===== src/rtl/xbar_req_router.sv =====
// Request crossbar: steers NUM_CH cache channels to NUM_BANK htu banks through
// per-bank round-robin arbiters and one-entry registered output slots.
module xbar_req_router #(
  parameter  int NUM_CH    = 3,
  parameter  int NUM_BANK  = 4,
  parameter  int ADDR_W    = 28,
  parameter  int OP_W      = 2,
  parameter  int BANK_LSB  = 0,
  parameter  int HASH_MODE = 0,
  localparam int BANK_W    = $clog2(NUM_BANK),
  localparam int CH_W      = (NUM_CH > 1) ? $clog2(NUM_CH) : 1
) (
  input  logic                       clk_i,
  input  logic                       rst_i,
  input  logic [NUM_CH-1:0]          ch_req_valid_i,
  output logic [NUM_CH-1:0]          ch_req_allowIn_o,
  input  logic [NUM_CH*OP_W-1:0]     ch_req_op_i,
  input  logic [NUM_CH*ADDR_W-1:0]   ch_req_addr_i,
  output logic [NUM_BANK-1:0]        bank_valid_o,
  input  logic [NUM_BANK-1:0]        bank_allowIn_i,
  output logic [NUM_BANK*CH_W-1:0]   bank_ch_id_o,
  output logic [NUM_BANK*OP_W-1:0]   bank_opcode_o,
  output logic [NUM_BANK*ADDR_W-1:0] bank_addr_o
);

  if (BANK_LSB + 2 * BANK_W > ADDR_W) begin : g_bad_cfg
    $error("xbar_req_router: BANK_LSB + 2*BANK_W exceeds ADDR_W");
  end

  logic [NUM_CH-1:0][BANK_W-1:0]   sel;
  logic [NUM_BANK-1:0]             found;
  logic [NUM_BANK-1:0][CH_W-1:0]   gnt_ch;
  logic [NUM_BANK-1:0]             slot_rdy;
  logic [NUM_BANK-1:0]             xfer;

  logic [NUM_BANK-1:0]             valid_q, valid_d;
  logic [NUM_BANK-1:0][CH_W-1:0]   ch_q, ch_d;
  logic [NUM_BANK-1:0][OP_W-1:0]   op_q, op_d;
  logic [NUM_BANK-1:0][ADDR_W-1:0] addr_q, addr_d;
  logic [NUM_BANK-1:0][CH_W-1:0]   ptr_q, ptr_d;

  always_comb begin
    sel = '0;
    for (int c = 0; c < NUM_CH; c++) begin
      sel[c] = ch_req_addr_i[c*ADDR_W + BANK_LSB +: BANK_W];
      if (HASH_MODE != 0)
        sel[c] = sel[c] ^ ch_req_addr_i[c*ADDR_W + BANK_LSB + BANK_W +: BANK_W];
    end
  end

  // Cyclic search from each bank's pointer; first requester found wins.
  always_comb begin
    int idx;
    idx    = 0;
    found  = '0;
    gnt_ch = '0;
    for (int b = 0; b < NUM_BANK; b++) begin
      for (int k = 0; k < NUM_CH; k++) begin
        idx = (int'(ptr_q[b]) + k) % NUM_CH;
        if (!found[b] && ch_req_valid_i[idx] && (sel[idx] == BANK_W'(b))) begin
          found[b]  = 1'b1;
          gnt_ch[b] = CH_W'(idx);
        end
      end
    end
  end

  // A slot being drained this cycle may be refilled in the same cycle.
  assign slot_rdy = ~valid_q | bank_allowIn_i;
  assign xfer     = found & slot_rdy & {NUM_BANK{~rst_i}};

  always_comb begin
    ch_req_allowIn_o = '0;
    for (int b = 0; b < NUM_BANK; b++) begin
      if (xfer[b]) ch_req_allowIn_o[gnt_ch[b]] = 1'b1;
    end
  end

  always_comb begin
    valid_d = valid_q;
    ch_d    = ch_q;
    op_d    = op_q;
    addr_d  = addr_q;
    ptr_d   = ptr_q;
    for (int b = 0; b < NUM_BANK; b++) begin
      if (xfer[b]) begin
        valid_d[b] = 1'b1;
        ch_d[b]    = gnt_ch[b];
        op_d[b]    = ch_req_op_i[int'(gnt_ch[b])*OP_W +: OP_W];
        addr_d[b]  = ch_req_addr_i[int'(gnt_ch[b])*ADDR_W +: ADDR_W];
        ptr_d[b]   = (int'(gnt_ch[b]) == NUM_CH - 1) ? '0 : gnt_ch[b] + CH_W'(1);
      end else if (bank_allowIn_i[b]) begin
        valid_d[b] = 1'b0;
      end
    end
  end

  always_ff @(posedge clk_i) begin
    if (rst_i) begin
      valid_q <= '0;
      ch_q    <= '0;
      op_q    <= '0;
      addr_q  <= '0;
      ptr_q   <= '0;
    end else begin
      valid_q <= valid_d;
      ch_q    <= ch_d;
      op_q    <= op_d;
      addr_q  <= addr_d;
      ptr_q   <= ptr_d;
    end
  end

  assign bank_valid_o  = valid_q;
  assign bank_ch_id_o  = ch_q;
  assign bank_opcode_o = op_q;
  assign bank_addr_o   = addr_q;

endmodule


===== config.mk =====
export PLATFORM = sky130hd
export DESIGN_NAME = xbar_req_router
export DESIGN_NICKNAME = d
export VERILOG_FILES = /design/src/rtl/xbar_req_router.sv
export SDC_FILE = /design/constraint.sdc
export NUM_CORES = 1
export LEC_CHECK = 0
export CORE_AREA = 5 5 127 141
export CTS_BUF_LIST = sky130_fd_sc_hd__clkbuf_4
export DETAILED_ROUTE_END_ITERATION = 8
export DIE_AREA = 0 0 132 146
export HOLD_SLACK_MARGIN = 0.12
export PLACE_DENSITY_LB_ADDON = 0.25
export SYNTH_ARGS = -nofsm -noshare
export SYNTH_HDL_FRONTEND = slang
export SYNTH_SLANG_ARGS = --single-unit

===== constraint.sdc =====
create_clock -name clk_i -period 3.35 [get_ports clk_i]
set_clock_uncertainty 0.1 [all_clocks]
set_input_delay 0.335 -clock clk_i [delete_from_list [all_inputs] [get_ports clk_i]]
set_output_delay 0.335 -clock clk_i [all_outputs]
set_load 0.01 [all_outputs]

Word level (Yosys, flattened, before mapping)

Cells that the tools add are included.

Input bits: 99
Output and inout bits: 135
Register bits: 140
Word-level logic and storage cells: 256

Bitwise operators: 8
Div/mod/pow operators: 12
Equality and inequality tests: 13
Shift operators: 8
$mul: 4
Magnitude comparators: 20
Mux-type cells: 120
Reductions and logical operators: 39
Add/subtract/negate cells: 12

Operators by type and width:

| cell                                                                                 | count |
|---|---|
| 32-bit by 4-bit less-than comparator with 1-bit output (second input constant)       | 12 |
| 84-bit by 8-bit variable part select with 28-bit output                              | 4 |
| 32-bit by 3-bit remainder unit with 32-bit output (second input constant)            | 8 |
| 3-bit by 3-bit remainder unit with 32-bit output (second input constant)             | 4 |
| 2-bit two-way mux                                                                    | 40 |
| 2-bit binary-select mux with 2-bit select                                            | 12 |
| 1-bit two-way mux                                                                    | 48 |
| 1-bit binary-select mux with 2-bit select                                            | 12 |
| 1-bit logical AND                                                                    | 24 |
| 6-bit by 4-bit variable part select with 2-bit output                                | 4 |
| 2-bit == test (second input constant)                                                | 10 |
| 2-bit by 3-bit multiplier with 5-bit output (second input constant)                  | 4 |
| 2-bit by 1-bit adder with 3-bit output (second input constant)                       | 4 |
| 2-bit by 2-bit adder with 3-bit output (second input constant)                       | 4 |
| 2-bit by 3-bit less-than comparator with 1-bit output (second input constant)        | 4 |
| 3-bit two-way mux                                                                    | 4 |
| 3-bit bitwise OR                                                                     | 3 |
| 2-bit by 1-bit adder with 2-bit output (second input constant)                       | 4 |
| 4-bit bitwise AND                                                                    | 2 |
| 1-bit demux with 2-bit select                                                        | 4 |
| 2-bit by 1-bit greater-or-equal comparator with 1-bit output (second input constant) | 4 |
| 1-bit logical NOT                                                                    | 8 |
| 2-bit nonzero test                                                                   | 4 |
| 2-bit by 1-bit == test with 1-bit output (second input constant)                     | 3 |
| other kinds (4)                                                                      | 6 |

Logic depth before layout (Yosys ltp)

Gate-level depths: netlist of the first run.

Word-level depth: 26
Mapped depth: 11
Mapped depth without buffers: 8

Worst setup path after synthesis of the first run

Ideal clock, no wire load.

Path type: reg2out
Start: register ptr_q[0] (netlist bit)
End: output port ch_req_allowIn_o[1]
Arrival time: 2342 ps
Cell stages (with the launch flop): 9
Data required time: 2915 ps
Setup slack: 573 ps
Path buffers: 0
Cell sequence: dfxtp_1 > inv_1 > ha_1 > or4b_1 > o31ai_1 > a22o_1 > and2_0 > nor4_1 > or3_1

Word-level cells in the longest chain between the ends: 26
Elaborated cells between the ends (all ways): 53
Those cells by class: add/sub (2); div (3); order compare (2); mux (30); bitwise (5); reduce/logical (11)

RTL lines:

| item                                                                                                       | line | text |
|---|---|---|
| start, declared                                                                                            | 40   | `logic [NUM_BANK-1:0][CH_W-1:0] ptr_q, ptr_d;` |
| start signal, assigned                                                                                     | 110  | `ptr_q <= ptr_d;` |
| parallel branches: the longest is 19 deep, another holds 32-bit by 3-bit remainder unit with 32-bit output | n/a  |  |
| 3-bit two-way mux *                                                                                        | 75   | `if (xfer[b]) ch_req_allowIn_o[gnt_ch[b]] = 1'b1;` |
| 3-bit bitwise OR (no line)                                                                                 | n/a  |  |
| 3-bit two-way mux *                                                                                        | 75   |  |
| 3-bit bitwise OR (no line)                                                                                 | n/a  |  |
| 3-bit two-way mux *                                                                                        | 75   |  |
| 3-bit bitwise OR (no line)                                                                                 | n/a  |  |
| 3-bit two-way mux *                                                                                        | 75   |  |
| end, declared                                                                                              | 16   | `output logic [NUM_CH-1:0] ch_req_allowIn_o,` |

Mark *: on every way between the ends. The select of a mux whose other input is x is not followed.

Final worst setup path of the first run

Start: register ptr_q[1] (netlist bit)
End: output port ch_req_allowIn_o[1]

Same word-level chain as after synthesis.

==> impl_metrics.tcl, run 1 <==
set metrics [dict create \
    synth_fp_nets 1098 \
    cts_root_buf "clkbuf_4" \
    relSlewSlack_pct 23.99 \
    firstDrtPassIters 5 \
    tightestPinTransition_ns 1.135 \
    r2r_end "bank_addr_o[55]" \
    hold_depth 5 \
    hp-start "rst_i" \
    io_buffers 233 \
    finalHoldViolations 0 \
    critPathArrivalTime_ns 2.93 \
    clk_pin_slew_ns 0.13 \
    cts_tree "done" \
    final.fill_count 1401 \
    ys_top_cells_by_count "198 x nand2_1, 140 x dfxtp_1, 98 x nor2_1" \
    min_to "bank_addr_o[28]" \
    reg2reg_depth 10 \
    synth.area.top_cells "dfxtp_1 36%, nand2_1 9.5%, nand3b_1 6.1%" \
    ys_seq_area_share_pct 35.91 \
    io_pins 234 \
    leakage_uw 0.004362 \
    synth_warnings 0 \
    rsz0062_at_grt "yes" \
    drt_wl_total_microns 28310 \
    sw_frac_of_total_pct 33.99 \
    netlist_area_sq_um 7805 \
    multi_input_area_sq_um 4718 \
    setup_tns_ns -0.01520 \
    fp.dieH_microns 146 \
    fin_ws_ns -0.01520 \
    grt_max_degree 64 \
    cellInternalPower_uw 3196 \
    core_area_sq_um 16250 \
    grt_pass1_vias 8254 \
    power.share.clock_pct 23.2 \
    drtIter0Drc 698 \
    place.gp.congestion 0.8584 \
    min_period_ns 3.365 \
    placementRows 49 \
    nNetsFinal 1342 \
    clock_sinks 140 \
    total_power_uw 4841 \
    hpwlAfterDp_microns 19150 \
    syn_avg_cell_area_sq_um 7.884 \
    status "finished, violations left" \
    synth_enable_flop_cells 0 \
    antenna_found_initial 1 \
    grt_pass1_wl_microns 44190 \
    cts_buffer_depth 2 \
    synth_top_area_share_pct 35.91 \
    cap_violations 0 \
    pwr-share-comb_pct 35.4 \
    cp_max_fo 4 \
    regArea_sq_um 2808 \
    final_antenna_net_count 0 \
    synth.distinct_cells 56 \
    report.final.slew_viol_count 0 \
    powerDensity_nw_per_um2 437.9 \
    required_ns 2.91 \
    ir_drop_mv 0.2667 \
    critical_path_class "reg2out" \
    fmax_mhz 297.2 \
    synthCells 990 \
    grt_overflow 0 \
    yosys.area.top_type "dfxtp_1" \
    grt_util_all_layers_pct 28.25 \
    violations "setup timing" \
    seqPwrFrac_pct 41.4 \
    cp-start-kind "flop" \
    synthFlopType "dfxtp_1" \
    hold_class "in2reg" \
    start_util_pct 48.04 \
    ys_ff_latch 140 \
    endpoint_kind "output pin" \
    synth.most_common_cell "nand2_1" \
    final_core_util_pct 68.04 \
    die_w_microns 132 \
    post_drt_wl_per_cell_microns 19.48 \
    drive_gt1_share_pct 14.43 \
    via_count 8457 \
    die_area_sq_um 19270 \
    synthArstFlopShare_pct 0 \
    cts_made_buffers 17 \
    period_share_pct 100.5 \
    rrSetupSlack_ns 0.30 \
    viasPerCell 5.820 \
    p_sw_uw 1645 \
    drc 0 \
    htreeDepth 4 \
    worstReg2RegStart "ptr_q[2]" \
    setup_viol 1 \
    clk-insertion-delay-late_ns 0.56 \
    syn_to_final_growth_pct 41.63 \
]
-- state kept, by name, summed over array words and instances (netlist names) --
name	flops
bank_opcode_o	8
bank_ch_id_o	8
bank_addr_o	112
ptr_q	8
bank_valid_o	4
-- power by group through the flow --
stage | Clock (uW) | Combinational, uW | Sequential (uW)
final | 1120 | 1710 | 2010
after global routing | 1210 | 1830 | 2030
after CTS | 1140 | 1710 | 2010
after detailed placement | 0 | 1670 | 2040
after global placement | 0 | 1650 | 2030
after floorplan | 0 | 675 | 2120
-- timing repair --
| item | CTS | global route |
|---|---|---|
| buffers inserted | 4 | 0 |
| hold buffers | 0 | 0 |
| endpoints found under the setup margin | 3 | 3 |
| pin swaps | 9 | 3 |
| gates resized for setup | 30 | 7 |
-- per-stage QoR --
stage          area, sq um  hold slack (ns)  worst slack (ns)  cells
2_1_floorplan         7805           0.3486            0.5733    990
6_report             11050           0.2007          -0.01520   1453
3_3_place_gp         10640           0.3173           -0.1387   1415
3_5_place_dp         10640           0.3235           -0.1290   1415
4_1_cts              11030           0.1597          -0.02416   1451
5_1_grt              11050           0.2181           -0.1096   1453
-- cells in the final DEF (no fill, tap or decap), types with 17 or more instances in the layout --
cell type        netlist  layout
a31oi_1               19      19
and3_1                28      28
inv_1                 26      25
mux2i_1               41      41
nand3b_1              63      63
o31ai_1               31      29
mux2_2                17      17
buf_4                  4      69
a21oi_1               21      20
clkdlybuf4s50_1        0     229
nand2_1              198     198
a22oi_1               28      28
a311o_1               28      28
dfxtp_1              140     138
o21ai_0               39      38
nor2_1                98      97
clkbuf_4               0      18
-- kinds of logic after synthesis --
kind of cell,synth area share (%)
flops,35.91
compound gates,18.98
mux,7.711
simple gates,30.11
buf+inv,5.466
fa+ha+maj,1.828
-- final cells by class --
cell class	count	share of cell area [%]
antenna	2	0.04527
inverter	26	0.8828
sequential	140	25.40
multi-input combinational	744	42.68
clock buffer	18	1.222
timing repair buffer	305	26.12
clock inverter	14	1.336
tap	204	2.309
-- routing by layer --
| metal | part of all wire, % | global-route usage, % | vias to the layer above |
|---|---|---|---|
| li1 | - | - | 4006 |
| met1 | 40 | 33.88 | 4007 |
| met2 | 48 | 47.12 | 376 |
| met3 | 8.5 | 7.918 | 68 |
| met4 | 3.4 | 12.35 | 0 |
| met5 | 0 | 0 | - |
-- critical path, cell delays in order, from the launching register on --
cell     delay, ns
dfxtp_2       0.35
buf_4         0.14
ha_4          0.23
or4b_4        0.51
o31ai_4       0.19
a22o_1        0.20
and2_4        0.17
nor4_2        0.05
or3_1         0.38
buf_2         0.15
-- worst max-delay path by stage --
stage                          start             endpoint  slack [ns]  depth (start not counted)
global route                ptr_q[1]  ch_req_allowIn_o[1]       -0.11                          9
CTS                         ptr_q[1]  ch_req_allowIn_o[0]       -0.02                          8
global placement    ch_req_addr_i[0]  ch_req_allowIn_o[1]       -0.14                          8
finish                      ptr_q[1]  ch_req_allowIn_o[1]       -0.02                          9
floorplan                   ptr_q[0]  ch_req_allowIn_o[1]        0.57                          8
detailed placement  ch_req_addr_i[0]  ch_req_allowIn_o[1]       -0.13                          8
Power figures use the tool's default switching activity.
==> inputs of run 2 (changes only) <==
CAP_MARGIN = 20   (was default)
MAX_ROUTING_LAYER = met4   (was default)
==> run 2 against run 1 <==
Effect of this change:
- the flow now finishes without violations
- wire length is 0.33% lower
- core utilization is 0.26 points higher
- largest cell class unchanged
- maximum frequency is 1.8% higher
- combinational power hardly changed
- non-clock buffer count is 2 lower
- critical path type unchanged
- sequential share of layout area is 0.097 points lower
- sequential power hardly changed
- first-iteration DRC count is 0.86% lower
==> impl_metrics.tcl, run 2 (synthesis results as in run 1) <==
set metrics [dict create \
    slowest_stage "or4b_4" \
    crit_path_max_incr_delay_ns 0.52 \
    total_power_uw 5012 \
    leakage_uw 0.004394 \
    hold_ws_ns 0.2172 \
    min_period_ns 3.306 \
    period_share_pct 98.68 \
    drt-met1-wl_microns 11430 \
    hold_depth 5 \
    grt_util_all_layers_pct 29.01 \
    sw_frac_of_total_pct 33.18 \
    final_common_cell "clkdlybuf4s50_1" \
    die_area_sq_um 19270 \
    clk_pin_slew_ns 0.12 \
    dr_wl_met3_microns 2404 \
    worst-path-buf-inv 2 \
    drt_wl_total_microns 28210 \
    ir_drop_mv 0.3334 \
    power.share.clock_pct 25.8 \
    final_antenna_net_count 0 \
    pwr-share-comb_pct 34.1 \
    seqPwrFrac_pct 40.1 \
    final_cell_mix "229 x clkdlybuf4s50_1, 198 x nand2_1, 138 x dfxtp_1" \
    clock_sinks 140 \
    powerDensity_nw_per_um2 451.6 \
    multi_input_area_sq_um 4726 \
    cellInternalPower_uw 3349 \
    placementRows 49 \
    firstDrtPassIters 5 \
    relSlewSlack_pct 33.76 \
    largest_register_ffs 112 \
    grt_pass1_wl_microns 44260 \
    final_core_util_pct 68.30 \
    clk-insertion-delay-late_ns 0.55 \
    rsz0062_at_grt "yes" \
    nNetsFinal 1340 \
    dr_wl_met2_microns 13240 \
    critical_path_class "reg2out" \
    regArea_sq_um 2808 \
    die_w_microns 132 \
    status "complete, no violations" \
    final.fill_count 1355 \
    cts_tree "done" \
    ctsHoldBuffers 0 \
    hp-start "rst_i" \
    cp-start-kind "flop" \
    cap_violations 0 \
    drive_gt1_share_pct 14.62 \
    dp_cells 1412 \
    tightestPinTransition_ns 0.9891 \
    routed.top_layer "met4" \
    core_area_sq_um 16250 \
    p_sw_uw 1663 \
    report.final.slew_viol_count 0 \
    viasPerCell 5.936 \
    io_pins 234 \
    crit_family "simple AND/OR/NAND/NOR gates" \
    cts_made_buffers 17 \
    r2r_end "bank_opcode_o[0]" \
    fmax_mhz 302.5 \
    antenna_found_initial 1 \
    drc 0 \
    grt_overflow 0 \
    cp_max_fo 4 \
    finalHoldViolations 0 \
    place.gp.congestion 0.8533 \
    rrSetupSlack_ns 0.34 \
    hold_class "in2reg" \
    endpoint_kind "output pin" \
    hpwlAfterDp_microns 18920 \
    via_count 8607 \
    drtIter0Drc 692 \
    grt_pass1_vias 8211 \
    critPathArrivalTime_ns 2.87 \
    htreeDepth 4 \
    io_buffers 233 \
    syn_to_final_growth_pct 42.18 \
    grt_max_degree 64 \
    min_to "bank_addr_o[28]" \
    reg2reg_depth 12 \
    stdcell_count 1450 \
    worstReg2RegStart "ptr_q[1]" \
    cts_root_buf "clkbuf_4" \
    required_ns 2.91 \
    cts_buffer_depth 2 \
    crit_chain "inv_2 > ha_4 > or4b_4 > o31ai_4 > a22o_1 > and2_4 > nor4_2 > or3_1 > buf_2" \
    post_drt_wl_per_cell_microns 19.46 \
    fp.dieH_microns 146 \
    setup_viol 0 \
    start_util_pct 48.04 \
]
## run 2: worst max path at each step
stage | start | to | depth (start not counted)
final | ptr_q[0] | ch_req_allowIn_o[1] | 9
after global routing | ptr_q[1] | ch_req_allowIn_o[1] | 9
after CTS | ptr_q[0] | ch_req_allowIn_o[1] | 9
after detailed placement | ch_req_addr_i[0] | ch_req_allowIn_o[1] | 8
after floorplan | ptr_q[0] | ch_req_allowIn_o[1] | 8
after global placement | ch_req_addr_i[0] | ch_req_allowIn_o[1] | 8
## run 2: area by class of cell
type	count	area share, %
Sequential cell	140	25.30
Tap cell	204	2.300
Clock buffer	17	1.150
Clock inverter	15	1.906
Timing Repair Buffer	303	25.85
Inverter	26	0.8795
Multi-Input combinational cell	744	42.59
Antenna cell	1	0.02255
## run 2: per-layer routing
metal  GRT usage, %  vias up
li1               -     4002
met1          35.34     4088
met2          45.68      438
met3          6.639       79
met4          13.22        0
met5              -        -
## run 2: worst register-to-register path, stage by stage (launching register included)
cell	delay [ns]
dfxtp_2	0.37
inv_1	0.06
ha_2	0.18
or4b_4	0.50
and3_4	0.22
a211oi_4	0.24
buf_4	0.17
buf_4	0.10
buf_4	0.29
and4b_1	0.31
buf_12	0.17
nand2_1	0.06
a31oi_1	0.18
## run 2: timing repair
item                       in CTS  in global routing
setup buffers                   4                  1
resized for setup              30                  8
setup endpoints to repair       3                  3
pin swaps                       7                  5
## run 2: stage by stage
step | setup WS (ns) | area [sq um] | TNS, ns
after floorplan | 0.5733 | 7805 | 0
after global placement | -0.1439 | 10620 | -0.3863
after detailed placement | -0.1394 | 10620 | -0.3524
after CTS | -0.002634 | 11060 | -0.003152
after global routing | -0.02567 | 11100 | -0.03967
final | 0.04436 | 11100 | 0
## run 2: power groups by stage
stage / sequential [uW] / combinational (uW) / clock (uW)
3_5_place_dp: 2040 / 1670 / 0
5_1_grt: 2030 / 1840 / 1380
2_1_floorplan: 2120 / 675 / 0
4_1_cts: 2010 / 1700 / 1310
3_3_place_gp: 2030 / 1660 / 0
6_report: 2010 / 1710 / 1290
==> inputs of run 3 (changes only) <==
SKIP_LAST_GASP = 1   (was default)
==> run 3 against run 2 <==
Effect of this change:
- wire length did not move
- critical endpoint unchanged
- largest cell class unchanged
- critical path type unchanged
- sequential share of layout area did not move
- worst hold slack did not move
==> impl_metrics.tcl, run 3 (synthesis results as in run 1) <==
set metrics [dict create \
    status "complete, no violations" \
    cts_made_buffers 17 \
    core_area_sq_um 16250 \
    dp_cells 1412 \
    seqPwrFrac_pct 40.1 \
    via_count 8607 \
    tightestPinTransition_ns 0.9891 \
    grt_pass1_wl_microns 44260 \
    htreeDepth 4 \
    grt_pass1_vias 8209 \
    critical_path_class "reg2out" \
    final_core_util_pct 68.30 \
    cp-start-kind "flop" \
    powerDensity_nw_per_um2 451.6 \
    die_area_sq_um 19270 \
    required_ns 2.91 \
    cp_max_fo 4 \
    grt_max_degree 64 \
    sw_frac_of_total_pct 33.18 \
    power.share.clock_pct 25.8 \
    clock_sinks 140 \
    drc 0 \
    hpwlAfterDp_microns 18920 \
    fp.dieH_microns 146 \
    firstDrtPassIters 5 \
    hold_class "in2reg" \
    critPathArrivalTime_ns 2.87 \
    io_pins 234 \
    final_common_cell "clkdlybuf4s50_1" \
    viasPerCell 5.936 \
    relSlewSlack_pct 33.76 \
    multi_input_area_sq_um 4726 \
    min_period_ns 3.306 \
    io_buffers 233 \
    final_antenna_net_count 0 \
    cap_violations 0 \
    final.fill_count 1355 \
    ctsHoldBuffers 0 \
    die_w_microns 132 \
    clk-insertion-delay-late_ns 0.55 \
    post_drt_wl_per_cell_microns 19.46 \
    clk_pin_slew_ns 0.12 \
    setup_viol 0 \
    ir_drop_mv 0.3334 \
    rsz0062_at_grt "yes" \
    placementRows 49 \
    stdcell_count 1450 \
    drive_gt1_share_pct 14.62 \
    report.final.slew_viol_count 0 \
    p_sw_uw 1663 \
    final_cell_mix "229 x clkdlybuf4s50_1, 198 x nand2_1, 138 x dfxtp_1" \
    endpoint_kind "output pin" \
    regArea_sq_um 2808 \
    largest_register_ffs 112 \
    grt_util_all_layers_pct 29.01 \
    cts_buffer_depth 2 \
    fmax_mhz 302.5 \
    cts_tree "done" \
    leakage_uw 0.004394 \
    period_share_pct 98.68 \
    drtIter0Drc 692 \
    syn_to_final_growth_pct 42.18 \
    cellInternalPower_uw 3349 \
    nNetsFinal 1340 \
    finalHoldViolations 0 \
    grt_overflow 0 \
    place.gp.congestion 0.8533 \
    cts_root_buf "clkbuf_4" \
    antenna_found_initial 1 \
    start_util_pct 48.04 \
    pwr-share-comb_pct 34.1 \
    drt_wl_total_microns 28210 \
]
[run 3: cell counts in the layout (fill, tap and decap cells not counted)]
No cell type changed its count.
[run 3: layer usage]
| layer | GRT usage (%) | part of all wire, % |
|---|---|---|
| met3 | 6.639 | 8.5 |
| met2 | 45.68 | 47 |
| met1 | 35.34 | 41 |
| met4 | 13.22 | 4.0 |
| met5 | - | 0 |
[run 3: area by class of cell]
class / instances / area share, %
Inverter: 26 / 0.8795
Tap cell: 204 / 2.300
Timing Repair Buffer: 303 / 25.85
Sequential cell: 140 / 25.30
Multi-Input combinational cell: 744 / 42.59
Antenna cell: 1 / 0.02255
Clock buffer: 17 / 1.150
Clock inverter: 15 / 1.906
[run 3: per-stage QoR]
step	hold WS (ns)	power, uW	area (sq um)	setup TNS [ns]	setup slack, ns
4_1_cts	0.1827	5019	11060	-0.003152	-0.002634
2_1_floorplan	0.3486	2795	7805	0	0.5733
6_report	0.2172	5012	11100	0	0.04436
3_3_place_gp	0.3158	3690	10620	-0.3863	-0.1439
5_1_grt	0.2244	5249	11100	-0.03967	-0.02567
3_5_place_dp	0.3162	3711	10620	-0.3524	-0.1394
[run 3: power groups by stage]
| stage | Combinational (uW) | Clock (uW) | Sequential, uW |
|---|---|---|---|
| global route | 1840 | 1380 | 2030 |
| floorplan | 675 | 0 | 2120 |
| global placement | 1660 | 0 | 2030 |
| detailed placement | 1670 | 0 | 2040 |
| finish | 1710 | 1290 | 2010 |
| CTS | 1700 | 1310 | 2010 |
[run 3: worst paths after layout]
path	to	from	slack [ns]	depth (start not counted)
worst min-delay path	bank_addr_o[28]	rst_i	0.22	5
worst max register to register	bank_opcode_o[0]	ptr_q[1]	0.34	12
worst min register to register	bank_addr_o[1]	bank_addr_o[1]	0.33	2
worst max-delay path	ch_req_allowIn_o[1]	ptr_q[0]	0.04	9
[run 3: critical path, stage by stage (launching register included)]
cell     delay (ns)
dfxtp_4        0.39
inv_2          0.05
ha_4           0.25
or4b_4         0.52
o31ai_4        0.19
a22o_1         0.18
and2_4         0.17
nor4_2         0.05
or3_1          0.37
buf_2          0.15
[run 3: what timing repair did]
action / in CTS / in global routing
resized for setup: 30 / 8
hold endpoints to repair: 0 / 0
pin swaps: 7 / 5
setup buffers: 4 / 1
setup endpoints to repair: 3 / 3
==> edit (flow settings as in run 2) <==
`addr_q` no longer has a reset.
--- a/src/rtl/xbar_req_router.sv
+++ b/src/rtl/xbar_req_router.sv
@@ -100,15 +100,17 @@
       valid_q <= '0;
       ch_q    <= '0;
       op_q    <= '0;
-      addr_q  <= '0;
       ptr_q   <= '0;
     end else begin
       valid_q <= valid_d;
       ch_q    <= ch_d;
       op_q    <= op_d;
-      addr_q  <= addr_d;
       ptr_q   <= ptr_d;
     end
+  end
+
+  always_ff @(posedge clk_i) begin
+    addr_q <= addr_d;
   end
 
   assign bank_valid_o  = valid_q;
Check against the original RTL: not settled (the Yosys comparison gave no result); the edit may change what the design does.
==> edit against run 2 <==
Setup slack better by 0.10 ns. Design area is 4.7% lower. Total power is 11% lower. Register-to-register slack better by 0.17 ns. Wire length fell by 11%. Sequential cell count stayed put. First-iteration DRC count is 26% higher. Clock power is 8% lower. Synthesized area is 8.1% lower. Combinational power shrank 32%. Largest cell class is now sequential cells. Largest power group unchanged.
==> edit: results (changes against run 2) <==
Power
  – Clk pwr share: 26.7% (+0.9 points)
  – Reg power frac: 47.0% (+6.9 points)
  – Leakage: 3.978 nW (-9.5%)
  – Switching part of the total: 29.32% (-3.9 points)
  – Max VDD drop: 0.2990 mV (-10%)
  – P_sw: 1.303 mW (-22%)

Route
  – Met2 routed WL: 12.35 mm (-6.7%)
  – WL met3: 2.352 mm (-2.2%)
  – DRT Pass-1 Iters: 7 (+2)
  – Final wirelength: 25.12 mm (-11%)
  – Top layer in use: met4
  – Vias/cell: 5.755 (-3.0%)
  – DRT met1 WL: 9.909 mm (-13%)
  – DRT iter0 DRCs: 869 (+26%)

GRT
  – Global-route wire length before repair: 39.13 mm (-12%)
  – Number of global-route vias before repair: 6881 (-16%)
  – Total GRT Usage: 26.41% (-2.6 points)
  – GR Layer Usage met2: 42.85% (-2.8 points)
  – Grt met3 use: 5.187% (-1.5 points)
  – M1 GR Usage: 33.24% (-2.1 points)
  – Largest net degree at the start of global routing: 32 (-50%)

Run status
  – Status: finished, final reports clean

Clock tree
  – Post-CTS Resized: 20 (-33%)
  – # H-tree levels: 4 (unchanged)
  – Setup bufs post-CTS: 13 (+9)
  – Worst-Skew Late Latency: 0.54 ns

Logic synthesis
  – Syn Inst Count: 682 (-31%)
  – Syn Nets: 790 (-28%)
  – Predominant post-synthesis flop cell: edfxtp_1
  – Post-Synth Adder-Cell Area: 2.285% (+0.46 points)
  – Post-synth EDFFs: 112 (+112)
  – Synth unique cells: 60 (+7.1%)
  – Commonest cells in the netlist: nand2_1 (151), edfxtp_1 (112), a22oi_1 (57)
  – Seq/Total Area, Yosys: 54.71% (+19 points)
  – Synth area leaders: edfxtp_1 (47%), nand2_1 (7.9%), dfxtp_1 (7.8%)
  – Complex-gate fraction of the synthesized area: 17.10% (-1.9 points)

Min path
  – Worst hold path depth: 3 (-2)
  – Hold path startpoint: ch_req_op_i[0]
  – Hold path endpoint: bank_opcode_o[2]

Placement
  – Pre-CTS WS: -0.2201 ns (-0.08076 ns)
  – Port bufs: 233 (unchanged)
  – Routability congestion estimate from global placement: 0.8906 (+4.4%)
  – Area after DPL: 0.01002 sq mm (-5.7%)
  – HPWL Detailed: 16.99 mm (-10%)

STA
  – Worst slew pin tran: 0.6542 ns (-0.3349 ns)
  – Hold WS: 0.3587 ns (+0.1415 ns)

Finish
  – Layout cell share with drive strength beyond 1: 14.98% (+0.36 points)
  – # fillers: 1297 (-4.3%)
  – Final #Nets: 1063 (-21%)
  – Non-Filler Instances: 1175 (-19%)

Worst setup path
  – Crit-path leading delay family: adder cells
  – Critical R2R Capture: bank_addr_o[7]
  – R2R Setup Slk: 0.51 ns (+0.17 ns)
  – Worst-path fanout max: 5 (+1)
  – Depth of the most critical reg-to-reg path: 11 (-1)
  – Slowest CP cell: a222oi_1
  – Max stage delay on crit path: 0.44 ns (-0.08 ns)
  – CP Data Arrival Time: 2.77 ns (-0.10 ns)
[edit: cell type report]
cell class	count	area [sq um]	area share (%)
diodes	3	7.507	0.07101
inverters	42	157.7	1.491
flip-flops and latches	140	3933	37.20
multi-input cells	455	3088	29.21
clock inverters	14	166.4	1.574
well taps	204	255.2	2.414
clock buffers	18	135.1	1.278
repair buffers	299	2830	26.77
[edit: worst max-delay path by stage]
stage	startpoint	end	slack, ns	depth (start not counted)
2_1_floorplan	ptr_q[0]	ch_req_allowIn_o[1]	0.18	8
3_3_place_gp	ch_req_addr_i[28]	ch_req_allowIn_o[2]	-0.13	9
3_5_place_dp	ch_req_addr_i[28]	ch_req_allowIn_o[1]	-0.22	9
4_1_cts	ptr_q[0]	ch_req_allowIn_o[0]	-0.02	10
5_1_grt	ptr_q[5]	ch_req_allowIn_o[2]	-0.01	9
6_report	ptr_q[5]	ch_req_allowIn_o[2]	0.15	9
